--- config.mk ---
export PLATFORM = sky130hd
export DESIGN_NAME = ysyx_23060025_ifu_prefetch_flat
export DESIGN_NICKNAME = d
export VERILOG_FILES = /design/src/rtl/ysyx_23060025_ifu_prefetch_if.sv /design/src/rtl/ysyx_23060025_ifu_prefetch.sv /design/src/flat_wrapper.sv
export SDC_FILE = /design/constraint.sdc
export NUM_CORES = 1
export LEC_CHECK = 0
export ABC_AREA = 1
export BUFFER_PORTS_ARGS = -buffer_cell sky130_fd_sc_hd__buf_4
export CAP_MARGIN = 10
export CELL_PAD_IN_SITES_DETAIL_PLACEMENT = 0
export CELL_PAD_IN_SITES_GLOBAL_PLACEMENT = 1
export CORE_MARGIN = 8
export CORE_UTILIZATION = 43
export DETAILED_ROUTE_END_ITERATION = 7
export PLACE_DENSITY_LB_ADDON = 0.2
export REMOVE_ABC_BUFFERS = 1
export SETUP_SLACK_MARGIN = 0.15
export SYNTH_ARGS = -nofsm -noshare
export SYNTH_HDL_FRONTEND = slang
export SYNTH_SLANG_ARGS = --single-unit
--- constraint.sdc ---
create_clock -name clock -period 2.2 [get_ports clock]
set_input_delay 0.44 -clock clock [delete_from_list [all_inputs] [get_ports clock]]
set_output_delay 0.44 -clock clock [all_outputs]
set_load 0.02 [all_outputs]
--- src/rtl/ysyx_23060025_ifu_prefetch_if.sv ---
// Icache request/response bus between the fetch stage and the instruction cache.
//   out_req_valid  : fetch stage -> icache, request valid
//   out_req_ready  : icache -> fetch stage, request accepted
//   out_req_addr   : fetch stage -> icache, request address
//   out_resp_valid : icache -> fetch stage, in-order response valid (always accepted)
//   out_resp_data  : icache -> fetch stage, response instruction
// master = fetch stage side, slave = icache side.
interface ysyx_23060025_ifu_prefetch_if #(
    parameter int unsigned ADDR_WIDTH = 32,
    parameter int unsigned DATA_WIDTH = 32
);
    logic                  out_req_valid;
    logic                  out_req_ready;
    logic [ADDR_WIDTH-1:0] out_req_addr;
    logic                  out_resp_valid;
    logic [DATA_WIDTH-1:0] out_resp_data;

    modport master (
        output out_req_valid,
        output out_req_addr,
        input  out_req_ready,
        input  out_resp_valid,
        input  out_resp_data
    );

    modport slave (
        input  out_req_valid,
        input  out_req_addr,
        output out_req_ready,
        output out_resp_valid,
        output out_resp_data
    );
endinterface

--- src/rtl/ysyx_23060025_ifu_prefetch.sv ---
// Pipelined instruction fetch stage with an FQ_DEPTH-entry prefetch queue and up to
// MAX_OUTSTANDING in-order icache requests. Redirects flush the queue and stale
// in-flight responses are discarded through a drop counter.
// Ports:
//   clock, reset      : clock, asynchronous active-low reset
//   branch_*/jmp_*/csr_* : redirect requests (priority branch > jmp > csr)
//   ebreak_flag_i     : sticky halt, no further requests are issued
//   icache_io         : icache request/response bus (master side)
//   ds_allowin_i      : IDU accepts the head entry
//   fs_to_ds_valid_o, if_inst_o, if_pc_o : head entry towards the IDU
// Optional feature macro IFU_PERF_COUNTER_EN adds saturating 32-bit counters
// perf_fetch_cnt, perf_drop_cnt and perf_stall_cnt.
module ysyx_23060025_ifu_prefetch #(
    parameter int unsigned           ADDR_WIDTH      = 32,
    parameter int unsigned           DATA_WIDTH      = 32,
    parameter logic [ADDR_WIDTH-1:0] RESET_PC        = ADDR_WIDTH'(32'h3000_0000),
    parameter int unsigned           FQ_DEPTH        = 4,
    parameter int unsigned           MAX_OUTSTANDING = 2
) (
    input  logic                        clock,
    input  logic                        reset,
    input  logic                        branch_request_i,
    input  logic                        branch_flag_i,
    input  logic [ADDR_WIDTH-1:0]       branch_target_i,
    input  logic                        jmp_flag_i,
    input  logic [ADDR_WIDTH-1:0]       jmp_target_i,
    input  logic                        csr_jmp_i,
    input  logic [ADDR_WIDTH-1:0]       csr_pc_i,
    input  logic                        ebreak_flag_i,
    ysyx_23060025_ifu_prefetch_if.master icache_io,
    input  logic                        ds_allowin_i,
    output logic                        fs_to_ds_valid_o,
    output logic [DATA_WIDTH-1:0]       if_inst_o,
    output logic [ADDR_WIDTH-1:0]       if_pc_o
`ifdef IFU_PERF_COUNTER_EN
    ,
    output logic [31:0]                 perf_fetch_cnt,
    output logic [31:0]                 perf_drop_cnt,
    output logic [31:0]                 perf_stall_cnt
`endif
);

    localparam int unsigned CW  = $clog2(MAX_OUTSTANDING + 1);
    localparam int unsigned QPW = $clog2(FQ_DEPTH);
    localparam int unsigned QCW = $clog2(FQ_DEPTH + 1);
    localparam int unsigned PPW = (MAX_OUTSTANDING > 1) ? $clog2(MAX_OUTSTANDING) : 1;

    logic [ADDR_WIDTH-1:0] fetch_pc_q, fetch_pc_d;
    logic                  halt_q, halt_d;
    logic [CW-1:0]         inflight_q, inflight_d;
    logic [CW-1:0]         drop_cnt_q, drop_cnt_d;

    // Addresses of in-flight requests, popped by every response (dropped or not).
    logic [ADDR_WIDTH-1:0] pcq_mem_q [MAX_OUTSTANDING];
    logic [PPW-1:0]        pcq_wr_q, pcq_wr_d;
    logic [PPW-1:0]        pcq_rd_q, pcq_rd_d;

    logic [ADDR_WIDTH-1:0] fq_pc_q   [FQ_DEPTH];
    logic [DATA_WIDTH-1:0] fq_inst_q [FQ_DEPTH];
    logic [QPW-1:0]        fq_wr_q, fq_wr_d;
    logic [QPW-1:0]        fq_rd_q, fq_rd_d;
    logic [QCW-1:0]        fq_cnt_q, fq_cnt_d;

    logic                  redirect;
    logic [ADDR_WIDTH-1:0] redirect_target;
    logic                  issue_ok;
    logic                  req_fire;
    logic                  resp_fire;
    logic                  resp_drop;
    logic                  q_push;
    logic                  q_pop;

    always_comb begin
        redirect = (branch_flag_i & branch_request_i) | jmp_flag_i | csr_jmp_i;
        if (branch_flag_i & branch_request_i) begin
            redirect_target = branch_target_i;
        end else if (jmp_flag_i) begin
            redirect_target = jmp_target_i;
        end else begin
            redirect_target = csr_pc_i;
        end

        // A request is only issued when a queue slot is reserved for its response.
        // Gating with reset keeps the request low while reset is asserted.
        issue_ok = reset & ~halt_q & ~redirect
                 & (32'(inflight_q) < MAX_OUTSTANDING)
                 & ((32'(inflight_q) + 32'(fq_cnt_q)) < FQ_DEPTH);
        req_fire  = issue_ok & icache_io.out_req_ready;
        resp_fire = icache_io.out_resp_valid;
        // A response arriving in the redirect cycle belongs to the old stream.
        resp_drop = redirect | (drop_cnt_q != '0);
        q_push    = resp_fire & ~resp_drop;

        fs_to_ds_valid_o = (fq_cnt_q != '0) & ~redirect;
        q_pop            = fs_to_ds_valid_o & ds_allowin_i;
    end

    assign icache_io.out_req_valid = issue_ok;
    assign icache_io.out_req_addr  = fetch_pc_q;
    assign if_inst_o               = fq_inst_q[fq_rd_q];
    assign if_pc_o                 = fq_pc_q[fq_rd_q];

    always_comb begin
        fetch_pc_d = fetch_pc_q;
        if (redirect) begin
            fetch_pc_d = redirect_target;
        end else if (req_fire) begin
            fetch_pc_d = fetch_pc_q + ADDR_WIDTH'(4);
        end

        halt_d     = halt_q | ebreak_flag_i;
        inflight_d = inflight_q + CW'(req_fire) - CW'(resp_fire);

        // Every request still in flight after the redirect cycle is stale. inflight_q
        // already includes requests pending a drop, so it is not added to drop_cnt_q.
        drop_cnt_d = drop_cnt_q;
        if (redirect) begin
            drop_cnt_d = inflight_q - CW'(resp_fire);
        end else if (resp_fire && (drop_cnt_q != '0)) begin
            drop_cnt_d = drop_cnt_q - CW'(1);
        end

        pcq_wr_d = pcq_wr_q;
        if (req_fire) begin
            pcq_wr_d = (pcq_wr_q == PPW'(MAX_OUTSTANDING - 1)) ? '0 : pcq_wr_q + PPW'(1);
        end
        pcq_rd_d = pcq_rd_q;
        if (resp_fire) begin
            pcq_rd_d = (pcq_rd_q == PPW'(MAX_OUTSTANDING - 1)) ? '0 : pcq_rd_q + PPW'(1);
        end

        if (redirect) begin
            fq_wr_d  = '0;
            fq_rd_d  = '0;
            fq_cnt_d = '0;
        end else begin
            fq_wr_d  = fq_wr_q + QPW'(q_push);
            fq_rd_d  = fq_rd_q + QPW'(q_pop);
            fq_cnt_d = fq_cnt_q + QCW'(q_push) - QCW'(q_pop);
        end
    end

    always_ff @(posedge clock or negedge reset) begin
        if (!reset) begin
            fetch_pc_q <= RESET_PC;
            halt_q     <= 1'b0;
            inflight_q <= '0;
            drop_cnt_q <= '0;
            pcq_wr_q   <= '0;
            pcq_rd_q   <= '0;
            fq_wr_q    <= '0;
            fq_rd_q    <= '0;
            fq_cnt_q   <= '0;
        end else begin
            fetch_pc_q <= fetch_pc_d;
            halt_q     <= halt_d;
            inflight_q <= inflight_d;
            drop_cnt_q <= drop_cnt_d;
            pcq_wr_q   <= pcq_wr_d;
            pcq_rd_q   <= pcq_rd_d;
            fq_wr_q    <= fq_wr_d;
            fq_rd_q    <= fq_rd_d;
            fq_cnt_q   <= fq_cnt_d;
        end
    end

    // Storage is cleared on reset so the head outputs read zero out of reset.
    always_ff @(posedge clock or negedge reset) begin
        if (!reset) begin
            for (int i = 0; i < int'(MAX_OUTSTANDING); i++) begin
                pcq_mem_q[i] <= '0;
            end
            for (int i = 0; i < int'(FQ_DEPTH); i++) begin
                fq_pc_q[i]   <= '0;
                fq_inst_q[i] <= '0;
            end
        end else begin
            if (req_fire) begin
                pcq_mem_q[pcq_wr_q] <= fetch_pc_q;
            end
            if (q_push) begin
                fq_pc_q[fq_wr_q]   <= pcq_mem_q[pcq_rd_q];
                fq_inst_q[fq_wr_q] <= icache_io.out_resp_data;
            end
        end
    end

    // Slot reservation must make a push into a full queue impossible.
    always @(posedge clock) begin
        if (reset) begin
            assert (!(q_push && (fq_cnt_q == QCW'(FQ_DEPTH))));
        end
    end

`ifdef IFU_PERF_COUNTER_EN
    function automatic logic [31:0] sat_inc(input logic [31:0] v, input logic en);
        return (en && (v != 32'hFFFF_FFFF)) ? v + 32'd1 : v;
    endfunction

    logic [31:0] perf_fetch_q, perf_drop_q, perf_stall_q;

    always_ff @(posedge clock or negedge reset) begin
        if (!reset) begin
            perf_fetch_q <= '0;
            perf_drop_q  <= '0;
            perf_stall_q <= '0;
        end else begin
            perf_fetch_q <= sat_inc(perf_fetch_q, q_push);
            perf_drop_q  <= sat_inc(perf_drop_q, resp_fire & resp_drop);
            perf_stall_q <= sat_inc(perf_stall_q, ~fs_to_ds_valid_o & ~halt_q);
        end
    end

    assign perf_fetch_cnt = perf_fetch_q;
    assign perf_drop_cnt  = perf_drop_q;
    assign perf_stall_cnt = perf_stall_q;
`endif

endmodule

--- src/flat_wrapper.sv ---
// flat-port wrapper written by rule: the top's interface ports become plain ports
module ysyx_23060025_ifu_prefetch_flat 
#(
    parameter int unsigned           ADDR_WIDTH      = 32,
    parameter int unsigned           DATA_WIDTH      = 32,
    parameter logic [ADDR_WIDTH-1:0] RESET_PC        = ADDR_WIDTH'(32'h3000_0000),
    parameter int unsigned           FQ_DEPTH        = 4,
    parameter int unsigned           MAX_OUTSTANDING = 2
)
  (clock, reset, branch_request_i, branch_flag_i, branch_target_i, jmp_flag_i, jmp_target_i, csr_jmp_i, csr_pc_i, ebreak_flag_i, ds_allowin_i, fs_to_ds_valid_o, if_inst_o, if_pc_o, icache_io_out_req_valid, icache_io_out_req_addr, icache_io_out_req_ready, icache_io_out_resp_valid, icache_io_out_resp_data);
  ysyx_23060025_ifu_prefetch_if #(.ADDR_WIDTH(ADDR_WIDTH), .DATA_WIDTH(DATA_WIDTH)) icache_io_i ();
  input  logic clock;
  input  logic reset;
  input  logic branch_request_i;
  input  logic branch_flag_i;
  input  logic [ADDR_WIDTH-1:0] branch_target_i;
  input  logic jmp_flag_i;
  input  logic [ADDR_WIDTH-1:0] jmp_target_i;
  input  logic csr_jmp_i;
  input  logic [ADDR_WIDTH-1:0] csr_pc_i;
  input  logic ebreak_flag_i;
  input  logic ds_allowin_i;
  output logic fs_to_ds_valid_o;
  output logic [DATA_WIDTH-1:0] if_inst_o;
  output logic [ADDR_WIDTH-1:0] if_pc_o;
  output wire logic [$bits(icache_io_i.out_req_valid)-1:0] icache_io_out_req_valid;
  output wire logic [$bits(icache_io_i.out_req_addr)-1:0] icache_io_out_req_addr;
  input wire logic [$bits(icache_io_i.out_req_ready)-1:0] icache_io_out_req_ready;
  input wire logic [$bits(icache_io_i.out_resp_valid)-1:0] icache_io_out_resp_valid;
  input wire logic [$bits(icache_io_i.out_resp_data)-1:0] icache_io_out_resp_data;
  assign icache_io_out_req_valid = icache_io_i.out_req_valid;
  assign icache_io_out_req_addr = icache_io_i.out_req_addr;
  assign icache_io_i.out_req_ready = icache_io_out_req_ready;
  assign icache_io_i.out_resp_valid = icache_io_out_resp_valid;
  assign icache_io_i.out_resp_data = icache_io_out_resp_data;
  ysyx_23060025_ifu_prefetch #(.ADDR_WIDTH(ADDR_WIDTH), .DATA_WIDTH(DATA_WIDTH), .RESET_PC(RESET_PC), .FQ_DEPTH(FQ_DEPTH), .MAX_OUTSTANDING(MAX_OUTSTANDING)) u_core (.clock(clock), .reset(reset), .branch_request_i(branch_request_i), .branch_flag_i(branch_flag_i), .branch_target_i(branch_target_i), .jmp_flag_i(jmp_flag_i), .jmp_target_i(jmp_target_i), .csr_jmp_i(csr_jmp_i), .csr_pc_i(csr_pc_i), .ebreak_flag_i(ebreak_flag_i), .icache_io(icache_io_i), .ds_allowin_i(ds_allowin_i), .fs_to_ds_valid_o(fs_to_ds_valid_o), .if_inst_o(if_inst_o), .if_pc_o(if_pc_o));
endmodule
; ---- Word level (Yosys, flattened, before mapping)
; Index checks and enable logic that the tools add are counted.
[word_totals]
wordCells = 93
out_inout_bits = 98
input_bits = 138
ff_bits = 366
[classes]
n_addsub = 12
mux = 27
bitwise = 20
magnitude_cmp = 8
reduce_logical = 7
[ops]
columns = operator, count
row1 = $mux W32, 13
row2 = $bwmux W128, 2
row3 = $bmux W32 S2, 2
row4 = $bwmux W64, 1
row5 = $demux W32 S2, 1
row6 = $add A32 B3 Y32 const B, 1
row7 = $demux W32 S1, 1
row8 = $lt A32 B3 Y1 const B, 1
row9 = $and A1 B1 Y1, 9
row10 = $mux W2, 4
row11 = $add A2 B1 Y2, 3
row12 = $ge A3 B3 Y1 const B, 2
row13 = $not A2 Y3, 2
row14 = $reduce_bool A2 Y1, 3
row15 = $add A2 B3 Y4, 1
row16 = $ge A2 B2 Y1 const B, 2
row17 = $not A1 Y2, 2
row18 = $or A1 B1 Y1, 4
row19 = $sub A2 B1 Y2, 2
row20 = $add A3 B1 Y3, 1
row21 = $logic_and A1 B1 Y1, 3
row22 = $lt A3 B1 Y1 const B, 1
row23 = $mux W3, 1
row24 = $not A1 Y1, 3
row25 = 7 further kinds, 9

; ---- Longest topological paths before layout
; Gate-level depths: netlist of run 1.
[logic_depth]
depth_word = 10
depth_mapped = 13
ltp_nobuf = 10

; ---- Worst setup path before layout of run 1
; Ideal clock, no wire load.
[synth_timing]
kind = input to register
from = input port jmp_flag_i
to = register u_core.fq_cnt_q[2]
setup_ps = 124
t_required_ps = 2076
arrival_ps = 2449
path_slack_ps = -373
path_buffers = 3
cell_stages = 13
path_cell_list = buf_2 nor2_4 nand2_4 buf_2 buf_1 nor3b_1 ha_1 inv_1 ha_1 inv_1 fa_1 o21ai_0 a21oi_1
[synth_between]
elab_chain_len = 8
word_cells_on_any_way = 11
classes_between = 2 x add/sub / 1 x mux / 8 x bitwise
[synth_rtl]
columns = element, line_no
row1 = start: declaration, flat_wrapper.sv:17  ; input logic jmp_flag_i;
row2 = $or A1 B1 Y1 * (2 in a row), ysyx_23060025_ifu_prefetch.sv:74  ; redirect = (branch_flag_i & branch_request_i) | jmp_flag_i | csr_jmp_i;
row3 = $or A1 B1 Y1, ysyx_23060025_ifu_prefetch.sv:91  ; resp_drop = redirect | (drop_cnt_q != '0);
row4 = $not A1 Y1, ysyx_23060025_ifu_prefetch.sv:92  ; q_push = resp_fire & ~resp_drop;
row5 = $and A1 B1 Y1, ysyx_23060025_ifu_prefetch.sv:92
row6 = $add A3 B1 Y3, ysyx_23060025_ifu_prefetch.sv:139  ; fq_cnt_d = fq_cnt_q + QCW'(q_push) - QCW'(q_pop);
row7 = $sub A3 B1 Y3, ysyx_23060025_ifu_prefetch.sv:139
row8 = $mux W3 *, ysyx_23060025_ifu_prefetch.sv:132  ; if (redirect) begin
row9 = net u_core.fq_cnt_d[2], ysyx_23060025_ifu_prefetch.sv:62  ; logic [QCW-1:0] fq_cnt_q, fq_cnt_d;
row10 = end signal: assignment, ysyx_23060025_ifu_prefetch.sv:163  ; fq_cnt_q <= fq_cnt_d;
row11 = end: declaration, ysyx_23060025_ifu_prefetch.sv:62
; Mark *: on every way through the listed nets, which the timed path passes. The rest lies on a longest branch.
; A chain may end at the register's enable or synchronous reset.

; ---- Worst setup path in the final report of run 1
[layout_timing]
from = register u_core.fq_rd_q[0]
to = output port if_pc_o[8]
[layout_between]
elab_chain_len = 4
[layout_rtl]
columns = element, line_no
row1 = start: declaration, ysyx_23060025_ifu_prefetch.sv:61  ; logic [QPW-1:0] fq_rd_q, fq_rd_d;
row2 = start signal: assignment, ysyx_23060025_ifu_prefetch.sv:162  ; fq_rd_q <= fq_rd_d;
row3 = $not A2 Y3 (implied by the code), ysyx_23060025_ifu_prefetch.sv:101  ; assign if_pc_o = fq_pc_q[fq_rd_q];
row4 = $bmux W32 S2, ysyx_23060025_ifu_prefetch.sv:101
row5 = $mux W32 (implied by the code) (2 in a row), ysyx_23060025_ifu_prefetch.sv:101
row6 = end: declaration, flat_wrapper.sv:25  ; output logic [ADDR_WIDTH-1:0] if_pc_o;
; Every way passes these cells. The select of a mux whose other input is x is not followed.

==> results.json, run 1 <==
{
  "sw_frac_of_total_pct": 28.5,
  "grt_usage_pct": 22.2,
  "worst_pin_slew_ps": 598,
  "arrival_ps": 1950,
  "p_int_uw": 12500,
  "grt_max_degree": 110,
  "setup_viol": 64,
  "syn_area_um2": 17400,
  "fin_area_um2": 22400,
  "place_area_um2": 20000,
  "slew-limit-headroom_pct": 60.1,
  "avgRoutedWirePerCell_um": 18.4,
  "cts_tree": "done",
  "outcome": "finished with violations",
  "fin_nets": 2598,
  "antennaDiodeCount": 0,
  "reg2reg_slack_ps": 160,
  "cts_buffer_depth": 3,
  "cp.required_ps": 1760,
  "fmax_ghz": 0.418,
  "pwr-share-seq_pct": 43.4,
  "finalHoldViolCount": 0,
  "cts_max_level": 2,
  "finalWirelength_um": 55300,
  "cts_root_buf": "clkbuf_16",
  "ant_nets": 0,
  "setup_ws_ps": -194,
  "hp-class": "in -> reg",
  "fin_skew_ps": 15.9,
  "p_clk_share_pct": 37.1,
  "chipWidth_um": 217,
  "num_rows": 73,
  "netlist_instances": 2218,
  "drc": 0,
  "ys_seq_elements": 366,
  "power_density_nw_per_um2": 777,
  "syn_to_final_growth_pct": 28.8,
  "worst-setup-path-type": "reg -> out",
  "route.vias.total": 15731,
  "start_util_pct": 43.7,
  "finish.utilization_pct": 56.3,
  "grt_setup_unrepaired": "true",
  "layout-drive-gt1-share_pct": 21.5,
  "fin_crit_sh_pct": 109,
  "dieHeight_um": 217,
  "critPathMaxFanout": 7,
  "path_clk_slew_ps": 60,
  "yosys_warnings": 0,
  "r2r_start": "u_core.fq_cnt_q[1]",
  "reg2reg_to": "u_core.fq_cnt_q[1]",
  "synth_area_per_cell_um2": 7.85,
  "finalCriticalPeriod_ps": 2390,
  "hold_path_end": "u_core.halt_q",
  "cts_made_buffers": 41,
  "finalMaxSlewViolations": 0,
  "grt_overflow": 0,
  "antenna_found_initial": 0,
  "dieArea_um2": 47200,
  "seq_area_um2": 9170,
  "dp_hpwl_um": 33000,
  "hold_ws_ps": 96.6,
  "holdCritStartpoint": "ebreak_flag_i",
  "violations": "negative setup slack",
  "start_kind": "register",
  "peakVddDrop_mv": 0.456,
  "switchingPower_uw": 4970,
  "fillers": 3735,
  "r2r_cells": 9,
  "firstDrtPassIters": 8,
  "numClockSinks": 366,
  "yosysSeqAreaShare_pct": 52.6,
  "port_buffers": 235,
  "power_uw": 17400,
  "drtIter0Drc": 1291,
  "place_congestion": 0.828,
  "clock_latency_ps": 530,
  "drv_cap": 0,
  "holdPathStages": 2,
  "cp-end-kind": "primary output",
  "core-area_um2": 39800,
  "multi_input_area_um2": 7780,
  "p_leak_uw": 0.0114,
  "routed_via_density": 5.24,
  "pwr-share-comb_pct": 19.5,
  "ys_types": 38,
  "grt_pass1_vias": 15820,
  "grt_pass1_wl_um": 85300,
  "ios": 236
}
==> per-layer routing <==
metal | share of wire, % | global-route usage, % | routed length, um | vias up
li1 | - | - | - | 7651
met1 | 44 | 29.0 | 24300 | 7447
met2 | 46 | 36.5 | 25600 | 542
met3 | 6.9 | 4.69 | 3820 | 91
met4 | 3.0 | 7.28 | 1640 | 0
met5 | 0 | 0 | 0 | -
==> cells in the mapped netlist (all sizes together) <==
cell,count,area share (%)
a21oi,12,0.34
nor2,243,5.3
ha,9,0.65
nand2,783,17
a31oi,3,0.11
fa,1,0.11
buf,32,0.96
and3,1,0.036
o21ai,380,11
xnor2,2,0.10
clkbuf,104,2.2
xor2,5,0.25
mux2,32,2.1
nor4,1,0.036
nand4,2,0.072
dfrtp,364,52
o211ai,9,0.39
inv,99,2.1
dfstp,2,0.30
nor3,7,0.46
a211oi,1,0.043
nor3b,1,0.043
nand3,58,1.8
or2,2,0.072
clkinv,1,0.029
o22ai,64,2.3
==> layout by cell type (no fill, tap or decap), types with 6 or more instances in the layout <==
cell,netlist,layout
nand2_1,781,780
dfrtp_1,364,361
buf_4,4,251
o21ai_0,336,246
nor2_1,241,200
o21ai_1,44,115
inv_1,94,91
nand3_1,56,56
clkbuf_16,0,50
o22ai_1,64,38
mux2_2,32,32
buf_6,0,32
nor2_2,1,30
o22ai_2,0,24
buf_12,0,20
o21ai_2,0,18
nor2_4,1,13
clkbuf_1,104,12
a21oi_1,12,11
buf_16,0,10
o211ai_1,9,9
clkbuf_8,0,8
ha_1,9,7
inv_2,5,6
==> logic make-up after synthesis <==
logic type	Yosys count	share of synthesized area [%]
simple gates	1098	24.7
compound gates	469	14.1
flops	366	52.6
buf+inv	236	5.36
mux	32	2.07
fa+ha+maj	10	0.762
xor+xnor	7	0.352
==> power by group through the flow <==
| stage | Combinational (uW) | Sequential [uW] | Clock [uW] |
|---|---|---|---|
| 4_1_cts | 3340 | 7540 | 6640 |
| 3_3_place_gp | 3230 | 7630 | 0 |
| 6_report | 3390 | 7570 | 6460 |
| 5_1_grt | 3750 | 7620 | 6910 |
| 3_5_place_dp | 3260 | 7650 | 0 |
| 2_1_floorplan | 1590 | 7740 | 0 |
==> area by class of cell <==
cell class | instances | area share [%]
clock inverter | 6 | 0.167
multi-input combinational | 1616 | 34.7
tap | 525 | 2.93
timing repair buffer | 323 | 14.0
inverter | 100 | 1.77
clock buffer | 63 | 5.49
timing repair inverter | 2 | 0.112
sequential | 366 | 40.9
==> state kept, by name, indices dropped and copies added (netlist names), 2 cells and up <==
name                           count
u_core.fq_wr_q                     2
u_core.fq_inst_q                 128
u_core.drop_cnt_q                  2
u_core.fq_pc_q                   128
u_core.fq_cnt_q                    3
u_core.icache_io.out_req_addr     32
u_core.fq_rd_q                     2
u_core.inflight_q                  2
u_core.pcq_mem_q                  64
==> stage by stage <==
step           setup WS [ps]  instances  TNS [ps]
6_report                -194       3001     -7070
5_1_grt                 -229       3001    -11020
4_1_cts                 -190       2981     -7380
3_5_place_dp            -143       2899      -152
3_3_place_gp           -88.8       2899     -88.8
2_1_floorplan          -2770       2082   -685040
==> timing repair <==
action                     in CTS  in global routing
setup buffers                   5                  8
gates resized for setup       109                151
setup endpoints to repair      66                 68
hold endpoints to repair       53                  0
pin swaps                       9                 17
gates cloned                    7                 12
hold buffers                    1                  0
==> critical path, cell delays in order, from the launching register on <==
cell      delay, ps
dfrtp_4         570
buf_4           180
buf_4           140
clkinv_4         70
o21ai_0          90
o22ai_2         210
buf_6           160
==> how the worst max path moves through the flow <==
stage | start | end | cells past startpoint
finish | u_core.fq_rd_q[0] | if_pc_o[8] | 6
global route | u_core.fq_rd_q[0] | if_pc_o[17] | 6
CTS | u_core.fq_rd_q[0] | if_inst_o[24] | 5
detailed placement | jmp_flag_i | u_core.fq_cnt_q[2] | 11
global placement | jmp_flag_i | u_core.fq_cnt_q[2] | 11
floorplan | u_core.fq_rd_q[0] | if_inst_o[0] | 3
No activity file was read; power rests on OpenSTA's default activity.
==> run 2: changes to the inputs <==
- CORE_UTILIZATION: 43 -> 46
- MAX_ROUTING_LAYER: not set -> met4
- clock period: 2.2 -> 2.9 ns (I/O delays scaled with it)
==> run 2 against run 1 <==
Effect of this change:
- the flow now finishes without violations
- register-to-register slack gained 490 ps
- non-clock buffer count shrank 41
- sequential share of layout area grew 2.2 points
- total power shrank 23%
- global-route usage grew 1.3 points
- largest power group unchanged
- sequential power shrank 24%
- core utilization grew 0.40 points
- critical path depth shrank 1
==> results.json, run 2 (synthesized netlist as in run 1, its figures left out) <==
{
  "outcome": "completed",
  "syn_to_final_growth_pct": 22.2,
  "worst_pin_slew_ps": 915,
  "p_leak_uw": 0.0110,
  "cp.required_ps": 2320,
  "crit_cells": 5,
  "numClockSinks": 366,
  "cts_tree": "done",
  "setup_viol": 0,
  "reg2reg_to": "u_core.icache_io.out_req_addr[30]",
  "cts_buffer_depth": 3,
  "largestRegisters": "u_core.fq_inst_q: 128 flops, u_core.fq_pc_q: 128 flops, u_core.pcq_mem_q: 64 flops",
  "r2r_start": "u_core.icache_io.out_req_addr[2]",
  "antennaDiodeCount": 0,
  "setup_ws_ps": 266,
  "clock_latency_ps": 540,
  "reg2reg_slack_ps": 650,
  "layout_commonest_cell": "nand2_1",
  "crit_family": "flip-flops",
  "cts_made_buffers": 41,
  "crit_chain": "inv_2 -> buf_6 -> o21ai_0 -> o22ai_1 -> buf_4",
  "finalHoldViolCount": 0,
  "crit_slowest_cell": "dfrtp_4",
  "firstDrtPassIters": 6,
  "r2r_cells": 10,
  "grt_setup_unrepaired": "false",
  "dieArea_um2": 44300,
  "fmax_ghz": 0.380,
  "start_util_pct": 46.4,
  "core-area_um2": 37500,
  "critPathMaxFanout": 25,
  "power_density_nw_per_um2": 633,
  "hp-class": "in -> reg",
  "dpl_worst_slack_ps": 277,
  "grt_pass1_vias": 15363,
  "path_clk_slew_ps": 60,
  "chipWidth_um": 211,
  "place_area_um2": 19700,
  "drtIter0Drc": 1293,
  "cp-end-kind": "primary output",
  "hold_path_end": "u_core.halt_q",
  "routed_via_density": 5.20,
  "critPathBufInv": 3,
  "finalCriticalPeriod_ps": 2630,
  "cts_max_level": 2,
  "dieHeight_um": 211,
  "start_kind": "register",
  "peakVddDrop_mv": 0.337,
  "holdCritStartpoint": "ebreak_flag_i",
  "grt_pass1_wl_um": 82600,
  "finish.utilization_pct": 56.7,
  "arrival_ps": 2050,
  "layout_common_cells": "nand2_1 (781), dfrtp_1 (362), o21ai_0 (336)",
  "grt_usage_pct": 23.5,
  "ios": 236,
  "fillers": 3558,
  "power_uw": 13500,
  "fin_crit_sh_pct": 90.8,
  "worst-setup-path-type": "reg -> out",
  "place_congestion": 0.868,
  "avgRoutedWirePerCell_um": 17.3,
  "dp_hpwl_um": 33500,
  "fin_nets": 2555,
  "drc": 0,
  "finalMaxSlewViolations": 0,
  "grt_overflow": 0,
  "slew-limit-headroom_pct": 39.0,
  "slowest_delay_ps": 590,
  "holdPathStages": 2,
  "ant_nets": 0,
  "antenna_found_initial": 0,
  "grt_max_degree": 163,
  "route.vias.total": 15331,
  "finalWirelength_um": 51100,
  "num_rows": 71,
  "hold_ws_ps": 226,
  "fin_skew_ps": 14.2,
  "drv_cap": 0,
  "cts_root_buf": "clkbuf_16",
  "layout-drive-gt1-share_pct": 16.5,
  "port_buffers": 235,
  "fin_area_um2": 21300
}
run 2: cell count changes in the layout (fill, tap and decap cells not counted), moves of 6 or more:
cell / before / now
o21ai_2: 18 / 0
o21ai_0: 246 / 336
nor2_4: 13 / 1
nor2_2: 30 / 1
buf_16: 10 / 1
buf_6: 32 / 4
o21ai_1: 115 / 44
clkbuf_16: 50 / 44
buf_12: 20 / 13
o22ai_1: 38 / 61
buf_4: 251 / 261
o22ai_2: 24 / 3
nor2_1: 200 / 241
run 2: cell type report:
cell class              count  area (um^2)  area share, %
clock inverters            10          131          0.618
repair buffers            282         2340           11.0
well taps                 511          639           3.01
multi-input cells        1616         7330           34.5
clock buffers              65         1270           5.97
inverters                 100          382           1.79
flip-flops and latches    366         9170           43.1
run 2: per-layer routing:
metal,vias up,global-route usage [%],routed length [um]
li1,7546,-,-
met5,-,-,0
met3,60,4.08,3160
met1,7240,31.6,23700
met2,485,37.2,23400
met4,0,4.80,818
run 2: where the power goes:
part	total [uW]	internal (uW)	switching [uW]
registers	5720	5460	265
clock network	5340	3270	2070
logic	2400	969	1430
total	13500	9690	3770
run 2: stage by stage:
stage / std cells / TNS (ps)
finish: 2950 / 0
global placement: 2870 / 0
global route: 2950 / 0
CTS: 2946 / 0
floorplan: 2082 / -447140
detailed placement: 2870 / 0
run 2: how the worst max path moves through the flow:
| stage | startpoint | to | slack, ps |
|---|---|---|---|
| after global routing | u_core.fq_rd_q[1] | if_inst_o[22] | 160 |
| after floorplan | u_core.fq_rd_q[0] | if_inst_o[0] | -2210 |
| after CTS | u_core.fq_rd_q[0] | if_pc_o[20] | 140 |
| after detailed placement | jmp_flag_i | u_core.fq_cnt_q[2] | 280 |
| after global placement | jmp_flag_i | u_core.fq_cnt_q[2] | 320 |
| final | u_core.fq_rd_q[1] | if_inst_o[6] | 270 |
run 2: repair_timing:
item / 4_1_cts / 5_1_grt
setup endpoints to repair: 31 / 29
gates resized for setup: 5 / 5
setup buffers: 0 / 3
gates cloned: 0 / 1
hold buffers: 1 / 0
hold endpoints to repair: 12 / 0
